### src/rtl/fpro_dbg_pkg.sv
// Shared types and byte constants for the FPro byte-stream debug master.
package fpro_dbg_pkg;

    typedef enum logic [2:0] {
        ST_IDLE,
        ST_ADDR,
        ST_DATA,
        ST_BUS_WR,
        ST_BUS_RD,
        ST_RESP
    } dbg_state_t;

    localparam logic [7:0] OP_WR   = 8'h57;
    localparam logic [7:0] OP_RD   = 8'h52;
    localparam logic [7:0] RSP_ACK = 8'h4B;
    localparam logic [7:0] RSP_ERR = 8'h3F;

    localparam logic [2:0] RSP_WORD_BYTES = 3'd4;

    function automatic logic is_opcode(input logic [7:0] b);
        return (b == OP_WR) || (b == OP_RD);
    endfunction

endpackage

### src/rtl/dbg_tx_shifter.sv
// Response shifter: holds up to four bytes and presents them MSB first on a
// valid/ready byte interface.
module dbg_tx_shifter
    import fpro_dbg_pkg::*;
(
    input  logic        clk,
    input  logic        reset,
    input  logic        load,
    input  logic [31:0] load_word,
    input  logic [2:0]  load_count,
    input  logic        tx_ready,
    output logic [7:0]  tx_data,
    output logic        tx_valid,
    output logic        tx_last
);

    logic [31:0] word_q;
    logic [2:0]  cnt_q;

    always_ff @(posedge clk) begin
        if (reset) begin
            word_q   <= '0;
            cnt_q    <= '0;
            tx_valid <= 1'b0;
        end else if (load) begin
            word_q   <= load_word;
            cnt_q    <= (load_count > RSP_WORD_BYTES) ? RSP_WORD_BYTES : load_count;
            tx_valid <= (load_count != 3'd0);
        end else if (tx_valid && tx_ready) begin
            word_q <= {word_q[23:0], 8'h00};
            cnt_q  <= cnt_q - 3'd1;
            if (cnt_q == 3'd1)
                tx_valid <= 1'b0;
        end
    end

    assign tx_data = word_q[31:24];
    assign tx_last = (cnt_q == 3'd1);

endmodule

### src/rtl/fpro_dbg_master.sv
// UART-byte-driven FPro MMIO initiator: 'W' aaa dddd writes, 'R' aaa reads.
// Optional inter-byte timeout is built when DBG_TIMEOUT_EN is defined.
//
// state     | meaning
// ----------+----------------------------------------------------
// ST_IDLE   | waiting for an opcode byte
// ST_ADDR   | collecting 3 address bytes, MSB first
// ST_DATA   | collecting 4 write-data bytes, MSB first
// ST_BUS_WR | single write strobe cycle
// ST_BUS_RD | single read strobe cycle, fp_rd_data captured
// ST_RESP   | response bytes draining through the tx shifter
module fpro_dbg_master
    import fpro_dbg_pkg::*;
#(
    parameter int ADDR_W         = 21,
    parameter int TIMEOUT_CYCLES = 1_000_000
) (
    input  logic              clk,
    input  logic              reset,
    input  logic [7:0]        rx_data,
    input  logic              rx_valid,
    output logic [7:0]        tx_data,
    output logic              tx_valid,
    input  logic              tx_ready,
    output logic              fp_mmio_cs,
    output logic              fp_wr,
    output logic              fp_rd,
    output logic [ADDR_W-1:0] fp_addr,
    output logic [31:0]       fp_wr_data,
    input  logic [31:0]       fp_rd_data,
    output logic              dbg_active,
    output logic              rx_overrun
);

    dbg_state_t        state;
    logic              is_rd;
    logic [1:0]        byte_cnt;
    logic [15:0]       addr_sr;
    logic [ADDR_W-1:0] addr_q;
    logic [ADDR_W-1:0] addr_next;
    logic [23:0]       data_sr;
    logic              accepting;
    logic              timeout;

    logic              tx_load;
    logic [31:0]       tx_word;
    logic [2:0]        tx_count;
    logic              tx_last;

    assign accepting  = (state == ST_IDLE) || (state == ST_ADDR) || (state == ST_DATA);
    assign dbg_active = (state != ST_IDLE);
    assign addr_next  = ADDR_W'({addr_sr, rx_data});

`ifdef DBG_TIMEOUT_EN
    localparam int              TO_W      = $clog2(TIMEOUT_CYCLES + 1);
    localparam logic [TO_W-1:0] TO_RELOAD = TO_W'(TIMEOUT_CYCLES - 1);

    logic [TO_W-1:0] to_cnt;

    always_ff @(posedge clk) begin
        if (reset || (rx_valid && accepting))
            to_cnt <= TO_RELOAD;
        else if (((state == ST_ADDR) || (state == ST_DATA)) && (to_cnt != '0))
            to_cnt <= to_cnt - TO_W'(1);
    end

    assign timeout = ((state == ST_ADDR) || (state == ST_DATA)) && !rx_valid && (to_cnt == '0);
`else
    logic unused_timeout_cfg;
    assign unused_timeout_cfg = (TIMEOUT_CYCLES != 0);
    assign timeout            = 1'b0;
`endif

    always_comb begin
        tx_load  = 1'b0;
        tx_word  = '0;
        tx_count = '0;
        case (state)
            ST_IDLE: if (rx_valid && !is_opcode(rx_data)) begin
                tx_load  = 1'b1;
                tx_word  = {RSP_ERR, 24'h0};
                tx_count = 3'd1;
            end
            ST_BUS_WR: begin
                tx_load  = 1'b1;
                tx_word  = {RSP_ACK, 24'h0};
                tx_count = 3'd1;
            end
            ST_BUS_RD: begin
                tx_load  = 1'b1;
                tx_word  = fp_rd_data;
                tx_count = RSP_WORD_BYTES;
            end
            default: ;
        endcase
    end

    // Strobes are registered: they are raised on the edge entering a bus state
    // and dropped by the default assignment on the following edge.
    always_ff @(posedge clk) begin
        if (reset) begin
            state      <= ST_IDLE;
            is_rd      <= 1'b0;
            byte_cnt   <= '0;
            addr_sr    <= '0;
            addr_q     <= '0;
            data_sr    <= '0;
            fp_mmio_cs <= 1'b0;
            fp_wr      <= 1'b0;
            fp_rd      <= 1'b0;
            fp_addr    <= '0;
            fp_wr_data <= '0;
            rx_overrun <= 1'b0;
        end else begin
            fp_mmio_cs <= 1'b0;
            fp_wr      <= 1'b0;
            fp_rd      <= 1'b0;
            if (rx_valid && !accepting)
                rx_overrun <= 1'b1;

            case (state)
                ST_IDLE: if (rx_valid) begin
                    byte_cnt <= '0;
                    is_rd    <= (rx_data == OP_RD);
                    state    <= is_opcode(rx_data) ? ST_ADDR : ST_RESP;
                end
                ST_ADDR: if (rx_valid) begin
                    addr_sr  <= {addr_sr[7:0], rx_data};
                    byte_cnt <= byte_cnt + 2'd1;
                    if (byte_cnt == 2'd2) begin
                        byte_cnt <= '0;
                        if (is_rd) begin
                            state      <= ST_BUS_RD;
                            fp_mmio_cs <= 1'b1;
                            fp_rd      <= 1'b1;
                            fp_addr    <= addr_next;
                        end else begin
                            state  <= ST_DATA;
                            addr_q <= addr_next;
                        end
                    end
                end else if (timeout) begin
                    state <= ST_IDLE;
                end
                ST_DATA: if (rx_valid) begin
                    data_sr  <= {data_sr[15:0], rx_data};
                    byte_cnt <= byte_cnt + 2'd1;
                    if (byte_cnt == 2'd3) begin
                        state      <= ST_BUS_WR;
                        fp_mmio_cs <= 1'b1;
                        fp_wr      <= 1'b1;
                        fp_addr    <= addr_q;
                        fp_wr_data <= {data_sr, rx_data};
                    end
                end else if (timeout) begin
                    state <= ST_IDLE;
                end
                ST_BUS_WR: state <= ST_RESP;
                ST_BUS_RD: state <= ST_RESP;
                ST_RESP: if (tx_valid && tx_ready && tx_last)
                    state <= ST_IDLE;
                default: state <= ST_IDLE;
            endcase
        end
    end

    dbg_tx_shifter u_tx (
        .clk        (clk),
        .reset      (reset),
        .load       (tx_load),
        .load_word  (tx_word),
        .load_count (tx_count),
        .tx_ready   (tx_ready),
        .tx_data    (tx_data),
        .tx_valid   (tx_valid),
        .tx_last    (tx_last)
    );

endmodule

### config.mk
export PLATFORM = sky130hd
export DESIGN_NAME = fpro_dbg_master
export DESIGN_NICKNAME = d
export VERILOG_FILES = /design/src/rtl/fpro_dbg_pkg.sv /design/src/rtl/dbg_tx_shifter.sv /design/src/rtl/fpro_dbg_master.sv
export SDC_FILE = /design/constraint.sdc
export NUM_CORES = 1
export LEC_CHECK = 0
export BUFFER_PORTS_ARGS = -buffer_cell sky130_fd_sc_hd__clkbuf_2
export CAP_MARGIN = 0
export CORE_AREA = 2 2 80 159
export CTS_BUF_LIST = sky130_fd_sc_hd__clkbuf_8
export CTS_CLUSTER_DIAMETER = 50
export DETAILED_ROUTE_END_ITERATION = 8
export DIE_AREA = 0 0 82 161
export PLACE_DENSITY = 0.82
export SLEW_MARGIN = 10
export SYNTH_ARGS = -nofsm -noshare
export SYNTH_HDL_FRONTEND = slang
export SYNTH_SLANG_ARGS = --single-unit
### constraint.sdc
create_clock -name clk -period 3.91 [get_ports clk]
set_clock_uncertainty 0.05 [all_clocks]
set_input_delay 0.391 -clock clk [delete_from_list [all_inputs] [get_ports clk]]
set_output_delay 0.391 -clock clk [all_outputs]
set_load 0.02 [all_outputs]
Yosys cells after proc, flatten, opt, wreduce, memory -nomap -nowiden
Cells that the tools add are included.
{"block": "totals", "ff_bits": 157, "latchBits": 0, "mem_bits_rw": 0, "mem_bits_ro": 0, "inputBits": 44, "output_inout_bits": 67, "word_cells": 106, "n_memories": 0}
{"block": "op_classes", "add_sub_neg": 2, "multipliers": 0, "n_div": 0, "n_lt_le_gt_ge": 1, "eq_ne": 17, "shifts": 0, "mux": 40, "bitwise_logic": 3, "reduce_logical": 28}
{"op": "21-bit two-way mux", "count": 5}
{"op": "32-bit one-hot mux with 3 select lines", "count": 1}
{"op": "32-bit two-way mux", "count": 2}
{"op": "21-bit one-hot mux with 2 select lines", "count": 1}
{"op": "3-bit two-way mux", "count": 11}
{"op": "30-bit two-way mux", "count": 1}
{"op": "8-bit by 7-bit equality test with 1-bit output (second input constant)", "count": 2}
{"op": "3-bit one-hot mux with 5 select lines", "count": 1}
{"op": "6-bit AND reduction", "count": 2}
{"op": "1-bit two-way mux", "count": 10}
{"op": "2-bit != test (second input constant)", "count": 5}
{"op": "3-bit one-hot mux with 3 select lines", "count": 1}
{"op": "3-bit nonzero test", "count": 3}
{"op": "2-bit two-way mux", "count": 4}
{"op": "2-bit AND reduction", "count": 4}
{"op": "4-bit AND reduction", "count": 2}
{"op": "3-bit by 1-bit equality test with 1-bit output (second input constant)", "count": 2}
{"op": "3-bit by 2-bit equality test with 1-bit output (second input constant)", "count": 2}
{"op": "3-bit equality test (second input constant)", "count": 2}
{"op": "2-bit one-hot mux with 3 select lines", "count": 1}
{"op": "2-bit nonzero test", "count": 3}
{"op": "2-bit OR reduction", "count": 3}
{"op": "2-bit equality test (second input constant)", "count": 2}
{"op": "1-bit logical AND", "count": 4}
{"op": "10 further kinds", "count": 17}

Logic depth before layout (Yosys ltp)
Gate-level depths: netlist (run 1).
{"block": "depth", "word_depth": 9, "mapped_depth": 8}

Modules after synthesis
From an unflattened synthesis (run 1), not the netlist that was laid out.
{"block": "unflattened", "hier_cells": 815, "hier_area_um2": 6876.6}
{"mod": "fpro_dbg_master", "instances": 1, "cells_per_inst": 607, "area_per_inst_um2": 5051.1, "seq_area_each_um2": 2422.3}
{"mod": "dbg_tx_shifter", "instances": 1, "cells_per_inst": 208, "area_per_inst_um2": 1825.5, "seq_area_each_um2": 720.7}

Worst setup path before layout (run 1)
No wires, ideal clock.
{"block": "synth_timing", "kind": "input-to-reg", "start": "input port rx_data[0]", "end": "register u_tx.cnt_q[1]", "setup_ns": 0.100, "t_arrival_ns": 1.664, "required_ns": 3.760, "path_slack_ns": 2.097, "path_stages": 6, "path_buffers": 1, "path_cell_list": "buf_2 -> xor2_1 -> or3_1 -> a21oi_2 -> o31ai_4 -> a2111oi_4"}
{"block": "synth_via", "elab_chain_len": 9}
{"item": "start: declaration", "line_no": "fpro_dbg_master.sv:20", "rtl": "input logic [7:0] rx_data,"}
{"item": "8-bit by 7-bit equality test with 1-bit output", "line_no": "fpro_dbg_pkg.sv:21", "rtl": "return (b == OP_WR) || (b == OP_RD);"}
{"item": "1-bit logical OR *", "line_no": "fpro_dbg_pkg.sv:21"}
{"item": "1-bit zero test *", "line_no": "fpro_dbg_master.sv:79", "rtl": "ST_IDLE: if (rx_valid && !is_opcode(rx_data)) begin"}
{"item": "1-bit logical AND *", "line_no": "fpro_dbg_master.sv:79"}
{"item": "1-bit two-way mux", "line_no": "fpro_dbg_master.sv:79"}
{"item": "3-bit one-hot mux with 3 select lines", "line_no": "fpro_dbg_master.sv:78", "rtl": "case (state)"}
{"item": "3-bit greater-than comparator", "line_no": "dbg_tx_shifter.sv:27", "rtl": "cnt_q <= (load_count > RSP_WORD_BYTES) ? RSP_WORD_BYTES : load_count;"}
{"item": "3-bit two-way mux", "line_no": "dbg_tx_shifter.sv:27"}
{"item": "3-bit two-way mux", "line_no": "dbg_tx_shifter.sv:25", "rtl": "end else if (load) begin"}
{"item": "end signal: assignment", "line_no": "dbg_tx_shifter.sv:27"}
{"item": "end signal: assignment", "line_no": "dbg_tx_shifter.sv:31", "rtl": "cnt_q <= cnt_q - 3'd1;"}
{"item": "end: declaration", "line_no": "dbg_tx_shifter.sv:18", "rtl": "logic [2:0] cnt_q;"}
Mark *: on every way between the ends. The rest lies on a longest branch, timed or not.
A chain may end at the register's enable or synchronous reset.

Worst setup path in the final report (run 1)
{"block": "layout_timing", "start": "register state[1]", "end": "register u_tx.cnt_q[2]"}
{"block": "layout_via", "elab_chain_len": 5}
{"item": "start: declaration", "line_no": "fpro_dbg_master.sv:35", "rtl": "dbg_state_t state;"}
{"item": "start signal: assignment", "line_no": "fpro_dbg_master.sv:125", "rtl": "state <= is_opcode(rx_data) ? ST_ADDR : ST_RESP;"}
{"item": "3-bit equality test (tied with other cells)", "line_no": "fpro_dbg_master.sv:78"}
{"item": "3-bit one-hot mux with 3 select lines", "line_no": "fpro_dbg_master.sv:78"}
{"item": "3-bit greater-than comparator", "line_no": "dbg_tx_shifter.sv:27"}
{"item": "3-bit two-way mux", "line_no": "dbg_tx_shifter.sv:27"}
{"item": "3-bit two-way mux", "line_no": "dbg_tx_shifter.sv:25"}
Parallel ways exist; a longest one is shown, timed or not.

==> results of run 1 <==
## cells by family after synthesis
group	after synthesis	synth area share
AO/OA/AOI/OAI	242	0.2258
flip-flops	157	0.4857
AND/OR/NAND/NOR	333	0.2189
XOR/XNOR	1	0.001354
adder cells (fa/ha/maj)	6	0.01160
multiplexers	1	0.001547
buffers and inverters	73	0.05510
## per-stage QoR
stage | instance area (sq um) | util | hold slack [ns] | cells
detailed placement | 6949 | 0.5800 | 0.3966 | 1012
CTS | 7338 | 0.6125 | 0.1226 | 1044
global route | 7338 | 0.6125 | 0.1248 | 1044
global placement | 6949 | 0.5800 | 0.3916 | 1012
floorplan | 6471 | - | 0.3821 | 813
finish | 7338 | 0.6125 | 0.1362 | 1044
## worst paths after layout
kind,from,to,slack (ns),cells past startpoint
max,state[1],u_tx.cnt_q[2],1.04,5
min,fp_rd_data[16],u_tx.word_q[16],0.14,3
max reg2reg,state[1],u_tx.cnt_q[2],1.04,5
min reg2reg,addr_q[3],addr_q[3],0.41,2
## worst max-delay path, cell delays in order (launching register included)
cell and delay (ns):
dfxtp_1 0.55, nor3b_4 0.99, a211oi_4 0.17, nand2_1 0.56, nor2_1 0.09, a2111oi_1 0.35
## state kept, by name, summed over array words and instances (netlist names), 2 cells and up
name / flops
fp_addr: 21
data_sr: 24
u_tx.cnt_q: 3
u_tx.word_q: 32
addr_sr: 13
fp_wr_data: 32
byte_cnt: 2
addr_q: 21
state: 3
## cell type report
class	count	area (sq um)
repair buffers	121	635.6
inverters	4	15.01
multi-input cells	583	2972
flip-flops and latches	157	3143
well taps	147	183.9
clock inverters	15	155.1
fillers	1087	4643
clock buffers	17	234.0
## synthesized netlist by cell type, types with 2 or more instances
master    number  area, sq um
dfxtp_1      157         3143
a311oi_1      23        201.4
clkbuf_1      42        157.7
buf_6          4        45.04
a22oi_1        8        60.06
nor2b_1        3        18.77
ha_1           6        75.07
nor3_1         2        10.01
inv_1          4        15.01
a21oi_1      136        680.7
a31oi_1        3        18.77
nand2b_1       5        31.28
o21ai_0       46        230.2
nand2_1      234        878.3
buf_2         12        60.06
nor2_1        64        240.2
o32ai_1        3        26.28
o22ai_1        6        37.54
nand3b_1       3        22.52
buf_4         10        75.07
and2_1         3        18.77
a211o_1        3        26.28
or3_1          2        12.51
## per-layer routing
metal | vias up | GRT usage | wire length [um]
met5 | - | 0 | 0
met2 | 191 | 0.3843 | 7751
li1 | 2901 | - | -
met3 | 21 | 0.05140 | 900
met4 | 0 | 0.08106 | 284
met1 | 2748 | 0.3306 | 6693
## power by group
| part | switching (mW) | leakage, nW | internal, mW | total [mW] |
|---|---|---|---|---|
| Combinational | 0.435 | 1.21 | 0.223 | 0.659 |
| Clock | 0.684 | 0.197 | 0.475 | 1.16 |
| Sequential | 0.0678 | 1.27 | 1.70 | 1.77 |
| Total | 1.19 | 2.68 | 2.40 | 3.58 |
==> flow_metrics.tcl, run 1 <==
set metrics [dict create \
    status "completed" \
    drt_iter0_drc 445 \
    cts_hold_repair.buffers 0 \
    worstSetupStartpointType "register" \
    yosys_most_used_dff "dfxtp_1" \
    area_growth_pct 13.40 \
    io_pins 111 \
    h-tree-depth 4 \
    grt_pass1_vias 5429 \
    die_w_um 82 \
    p_leak_nw 2.679 \
    synth_edf_count 0 \
    rsz0062_at_grt "no" \
    end_kind "register" \
    fmax_mhz 348.2 \
    worstHoldPathType "input port to register" \
    syn_area_per_cell_sq_um 7.960 \
    min_period_ns 2.872 \
    clock-sinks 157 \
    synth_area_sq_um 6471 \
    initial_core_util 0.5401 \
    synthArstFlopShare 0 \
    peakVddDrop_v 0.0003244 \
    clkTransAtPathRegs_ns 0.09 \
    synth.yosys.seq_area_share 0.4857 \
    drv_slew 0 \
    drc_errors 0 \
    yosys_warnings 0 \
    core_area_sq_um 11980 \
    rows 57 \
    wl_per_cell_um 14.97 \
    antenna_cells 0 \
    port_buffers 110 \
    ys_ff_latch 157 \
    num_vias 5861 \
    clkLatencyLatePin_ns 0.45 \
    cts.path.max_buffers 2 \
    synth_nets 863 \
    fp.dieArea_sq_um 13200 \
    globalplace.congestion 0.8359 \
    setup_violations 0 \
    final_layout_size_suffix_gt1_frac 0.1873 \
    post_cts_buffers 0 \
    die_y_um 161 \
    finalCritPeriodShare 0.7344 \
    setup_tns_ns 0 \
    final_cell_mix "nand2_1, dfxtp_1, a21oi_1" \
    path_class "register to register" \
    grt_first_pass_wirelength_um 25590 \
    cp.required_ns 4.20 \
    power.density_nw_per_um2 488.3 \
    worst_slew_pin_slew_ns 1.113 \
    antenna_found_initial 0 \
    critical_path_arrival_ns 3.16 \
    critPathMaxFanout 28 \
    ctsRootBufferMaster "clkbuf_8" \
    drt_pass1_iterations 6 \
    dp_hpwl_um 10160 \
    final_common_cell "nand2_1" \
    cts_tree "built" \
    track_usage 0.2441 \
    route.final.wire_length_um 15630 \
    layout_setup_ws_ns 1.038 \
    viasPerCell 5.614 \
    grt.overflow.total 0 \
    netlist_instances 813 \
    dp_slack_ns 1.104 \
    finalHoldViolCount 0 \
    ant_nets 0 \
    nets 934 \
    power_mw 3.583 \
    cts_resized 0 \
    grt_start_max_net_pins 72 \
    timing.slew.headroom 0.2569 \
    ys_types 57 \
    cap_violations 0 \
    cts_buffers 17 \
]
(Power assumes the default switching activity.)
==> inputs of run 2 (changes only) <==
--- a/config.mk
+++ b/config.mk
@@ -7,11 +7,11 @@
 export LEC_CHECK = 0
 export BUFFER_PORTS_ARGS = -buffer_cell sky130_fd_sc_hd__clkbuf_2
 export CAP_MARGIN = 0
-export CORE_AREA = 2 2 80 159
+export CORE_AREA = 2 2 82 163
 export CTS_BUF_LIST = sky130_fd_sc_hd__clkbuf_8
 export CTS_CLUSTER_DIAMETER = 50
 export DETAILED_ROUTE_END_ITERATION = 8
-export DIE_AREA = 0 0 82 161
+export DIE_AREA = 0 0 84 165
 export PLACE_DENSITY = 0.82
 export SLEW_MARGIN = 10
 export SYNTH_ARGS = -nofsm -noshare
==> constraint.sdc (replaced) <==
create_clock -name clk -period 2.4 [get_ports clk]
set_clock_uncertainty 0.05 [all_clocks]
set_input_delay 0.24 -clock clk [delete_from_list [all_inputs] [get_ports clk]]
set_output_delay 0.24 -clock clk [all_outputs]
set_load 0.02 [all_outputs]
==> flow_metrics.tcl, run 2 (synthesis results as in run 1) <==
set metrics [dict create \
    status "completed" \
    rows 58 \
    rsz0062_at_grt "no" \
    cts.path.max_buffers 2 \
    cp.required_ns 2.71 \
    power.density_nw_per_um2 764.8 \
    num_vias 6044 \
    drt_iter0_drc 346 \
    die_y_um 165 \
    finish.utilization 0.6129 \
    io_pins 111 \
    clock-sinks 157 \
    fp.dieArea_sq_um 13860 \
    power_mw 5.885 \
    clkTransAtPathRegs_ns 0.08 \
    globalplace.congestion 0.8992 \
    final_layout_size_suffix_gt1_frac 0.1938 \
    finalHoldViolCount 0 \
    worst_slew_pin_slew_ns 0.8922 \
    grt_start_max_net_pins 52 \
    end_kind "register" \
    p_leak_nw 2.839 \
    cap_violations 0 \
    wl_per_cell_um 15.47 \
    whs_ns 0.01399 \
    port_buffers 110 \
    worstSetupStartpointType "register" \
    antenna_cells 0 \
    antenna_found_initial 0 \
    final_cell_mix "nand2_1, dfxtp_1, a21oi_1" \
    layout_setup_ws_ns 0.2482 \
    path_class "register to register" \
    worstHoldPathType "input port to register" \
    dp_hpwl_um 11250 \
    clkLatencyLatePin_ns 0.46 \
    fill_cells 1093 \
    final_common_cell "nand2_1" \
    ant_nets 0 \
    core_area_sq_um 12550 \
    setup_tns_ns 0 \
    grt_first_pass_wirelength_um 26890 \
    drv_slew 0 \
    h-tree-depth 4 \
    cts_resized 0 \
    finalCritPeriodShare 0.8966 \
    post_cts_buffers 0 \
    nets 971 \
    timing.slew.headroom 0.4052 \
    area_growth_pct 18.91 \
    cts_tree "built" \
    fmax_mhz 464.7 \
    grt_pass1_vias 5674 \
    critical_path_arrival_ns 2.46 \
    grt.overflow.total 0 \
    drc_errors 0 \
    cts_buffers 17 \
    dp_slack_ns 0.2784 \
    reg.largest.list "fp_wr_data: 32 flops, u_tx.word_q: 32 flops, data_sr: 24 flops" \
    peakVddDrop_v 0.0004984 \
    die_w_um 84 \
    viasPerCell 5.576 \
    initial_core_util 0.5154 \
    route.final.wire_length_um 16770 \
    setup_violations 0 \
    min_period_ns 2.152 \
    cts_hold_repair.buffers 24 \
    track_usage 0.2430 \
    ctsRootBufferMaster "clkbuf_8" \
    drt_pass1_iterations 6 \
    critPathMaxFanout 42 \
]
==> run 2: cell count changes in the layout (fill, tap and decap cells not counted), sizes merged <==
cell	before	now
clkinvlp	1	4
clkinv	6	5
bufinv	0	1
buf	12	25
clkbuf	126	127
inv	12	8
dlygate4sd3	0	24
==> run 2: path summary, 6_finish.rpt <==
path                   from               to  slack, ns  depth (start not counted)
max reg2reg        state[0]       fp_addr[9]       0.25                          6
min reg2reg       addr_q[2]        addr_q[2]       0.41                          2
max                state[0]       fp_addr[9]       0.25                          6
min          fp_rd_data[22]  u_tx.word_q[22]       0.01                          3
==> run 2: final cells by class <==
type	count	area [sq um]	share of cell area
inverters	4	15.01	0.001951
well taps	150	187.7	0.02439
clock inverters	14	118.9	0.01545
multi-input cells	583	2972	0.3862
flip-flops and latches	157	3143	0.4085
repair buffers	158	1011	0.1314
clock buffers	18	247.7	0.03220
==> run 2: power breakdown <==
group	internal [mW]	total, mW	switching, mW
Sequential	2.77	2.91	0.143
Combinational	0.423	1.12	0.700
Clock	0.844	1.85	1.01
==> run 2: stage by stage <==
step                instances  cell area, sq um
floorplan                 813              6471
global placement         1028              7088
detailed placement       1028              7088
CTS                      1084              7695
global route             1084              7695
finish                   1084              7695
==> run 2: worst max-delay path, cell delays in order, from the launching register on <==
cell,delay (ns)
dfxtp_1,0.72
nor2b_1,0.19
a22o_1,0.29
nor3_4,0.24
buf_12,0.23
nor2_1,0.07
a311oi_1,0.25
==> run 2: layer usage <==
| layer | GRT usage | wire (um) |
|---|---|---|
| met2 | 0.4582 | 9056 |
| met1 | 0.2542 | 6328 |
| met3 | 0.04898 | 789 |
| met4 | 0.1151 | 598 |
| met5 | 0 | 0 |
==> inputs of run 3 (changes only) <==
==> constraint.sdc (replaced) <==
create_clock -name clk -period 1.8 [get_ports clk]
set_clock_uncertainty 0.05 [all_clocks]
set_input_delay 0.18 -clock clk [delete_from_list [all_inputs] [get_ports clk]]
set_output_delay 0.18 -clock clk [all_outputs]
set_load 0.02 [all_outputs]
==> flow_metrics.tcl, run 3 (synthesis results as in run 1) <==
set metrics [dict create \
    final_layout_size_suffix_gt1_frac 0.2582 \
    grt_pass1_vias 5950 \
    clock_power_share 0.332 \
    drv_slew 0 \
    clkLatencyLatePin_ns 0.46 \
    dp_hpwl_um 11790 \
    antenna_cells 0 \
    antenna_found_initial 0 \
    area_growth_pct 30.41 \
    cp.required_ns 2.08 \
    io_pins 111 \
    worstSetupStartpointType "register" \
    dpl.cell_count 1062 \
    die_y_um 165 \
    power_frac_seq 0.447 \
    finalCritPeriodShare 1.070 \
    min_period_ns 1.926 \
    finalHoldViolCount 0 \
    critPathMaxFanout 9 \
    wl_per_cell_um 16.13 \
    cts_tree "built" \
    viasPerCell 5.561 \
    drc_errors 0 \
    peakVddDrop_v 0.0007226 \
    status "complete, but fails checks" \
    h-tree-depth 4 \
    reg.largest.list "fp_wr_data: 32 flops, u_tx.word_q: 32 flops, data_sr: 24 flops" \
    netSwitchingFraction 0.3104 \
    power.internal_mw 5.958 \
    cts_buffers 17 \
    track_usage 0.2569 \
    p_leak_nw 3.212 \
    timing.slew.headroom 0.6892 \
    final_common_cell "nand2_1" \
    grt_start_max_net_pins 40 \
    route.final.wire_length_um 18230 \
    ctsRootBufferMaster "clkbuf_8" \
    final_cell_mix "nand2_1, dfxtp_1, a21oi_1" \
    port_buffers 110 \
    grt_first_pass_wirelength_um 28480 \
    clkTransAtPathRegs_ns 0.09 \
    end_kind "register" \
    drt_pass1_iterations 8 \
    whs_ns 0.01611 \
    critical_path_arrival_ns 2.21 \
    worstHoldPathType "input port to register" \
    power.density_nw_per_um2 1024 \
    setup_violations 1 \
    num_vias 6284 \
    rows 58 \
    fill_cells 970 \
    fmax_mhz 519.2 \
    layout_setup_ws_ns -0.1259 \
    ant_nets 0 \
    nets 1017 \
    die_w_um 84 \
    finish.utilization 0.6722 \
    grt.overflow.total 0 \
    fp.dieArea_sq_um 13860 \
    cap_violations 0 \
    core_area_sq_um 12550 \
    layoutNonFillerInstCount 1130 \
    worst_slew_pin_slew_ns 0.4652 \
    cts.path.max_buffers 2 \
    combPwrFrac 0.221 \
    clock-sinks 157 \
    failed_checks "setup timing" \
    drt_iter0_drc 450 \
    globalplace.congestion 0.9195 \
    p_switching_mw 2.681 \
    path_class "register to register" \
    initial_core_util 0.5154 \
]
## run 3: cell types whose count changed in the layout (fill, tap and decap cells not counted), moves of 4 or more
cell      previous run  this run
buf_4               22        46
buf_12               3        15
buf_6                0         8
nor2_1              64        57
nor2_2               0         7
dfxtp_1            157       152
dfxtp_4              0         5
clkinv_2             4         0
## run 3: final cells by class
class                      count  area (sq um)  area share
clock buffer                  17         234.0     0.02772
clock inverter                15         197.7     0.02342
inverter                       4         17.52    0.002076
multi-input combinational    583          3084      0.3655
sequential                   157          3162      0.3746
tap                          150         187.7     0.02224
timing repair buffer         204          1556      0.1844
## run 3: through the flow
step | total power, mW | area (sq um) | setup slack, ns | setup TNS [ns]
CTS | 8.511 | 8302 | -0.02620 | -0.07288
detailed placement | 5.608 | 7506 | -0.09218 | -0.9529
floorplan | 5.029 | 6471 | 0.01613 | 0
global placement | 5.560 | 7506 | -0.06993 | -0.07932
finish | 8.639 | 8439 | -0.1259 | -0.1259
global route | 8.978 | 8439 | -0.1320 | -0.2675
## run 3: repair_timing
| action | 4_1_cts | 5_1_grt |
|---|---|---|
| hold buffers | 25 | 0 |
| setup endpoints to repair | 40 | 46 |
| pin swaps | 3 | 26 |
| resized for setup | 12 | 45 |
| endpoints found under the hold margin | 25 | 0 |
| setup buffers | 4 | 6 |
| gates cloned | 2 | 2 |
## run 3: worst max-delay path, stage by stage, from the launching register on
cell and delay (ns):
dfxtp_4 0.39, buf_4 0.19, buf_4 0.15, nor3b_1 0.41, o22a_1 0.20, a21oi_1 0.07, nor4bb_1 0.35
## run 3: per-layer routing
layer,vias up,track usage,share of wire
met1,2988,0.2638,0.37
met2,191,0.4935,0.55
met3,43,0.04548,0.039
li1,3062,-,-
met4,0,0.1239,0.032
met5,-,0,0
## run 3: power groups by stage
stage	sequential [mW]	clock, mW	combinational [mW]
3_3_place_gp	3.92	0	1.64
5_1_grt	3.89	3.03	2.06
4_1_cts	3.85	2.89	1.77
6_report	3.86	2.87	1.91
3_5_place_dp	3.92	0	1.69
2_1_floorplan	3.88	0	1.14
## run 3: worst paths after layout
check             slack, ns         endpoint      startpoint  depth (start not counted)
setup / recovery      -0.13         state[2]        state[0]                          6
hold / removal         0.02  u_tx.word_q[30]  fp_rd_data[30]                          3
setup reg to reg      -0.13         state[2]        state[0]                          6
hold reg to reg        0.41        addr_q[8]       addr_q[8]                          2
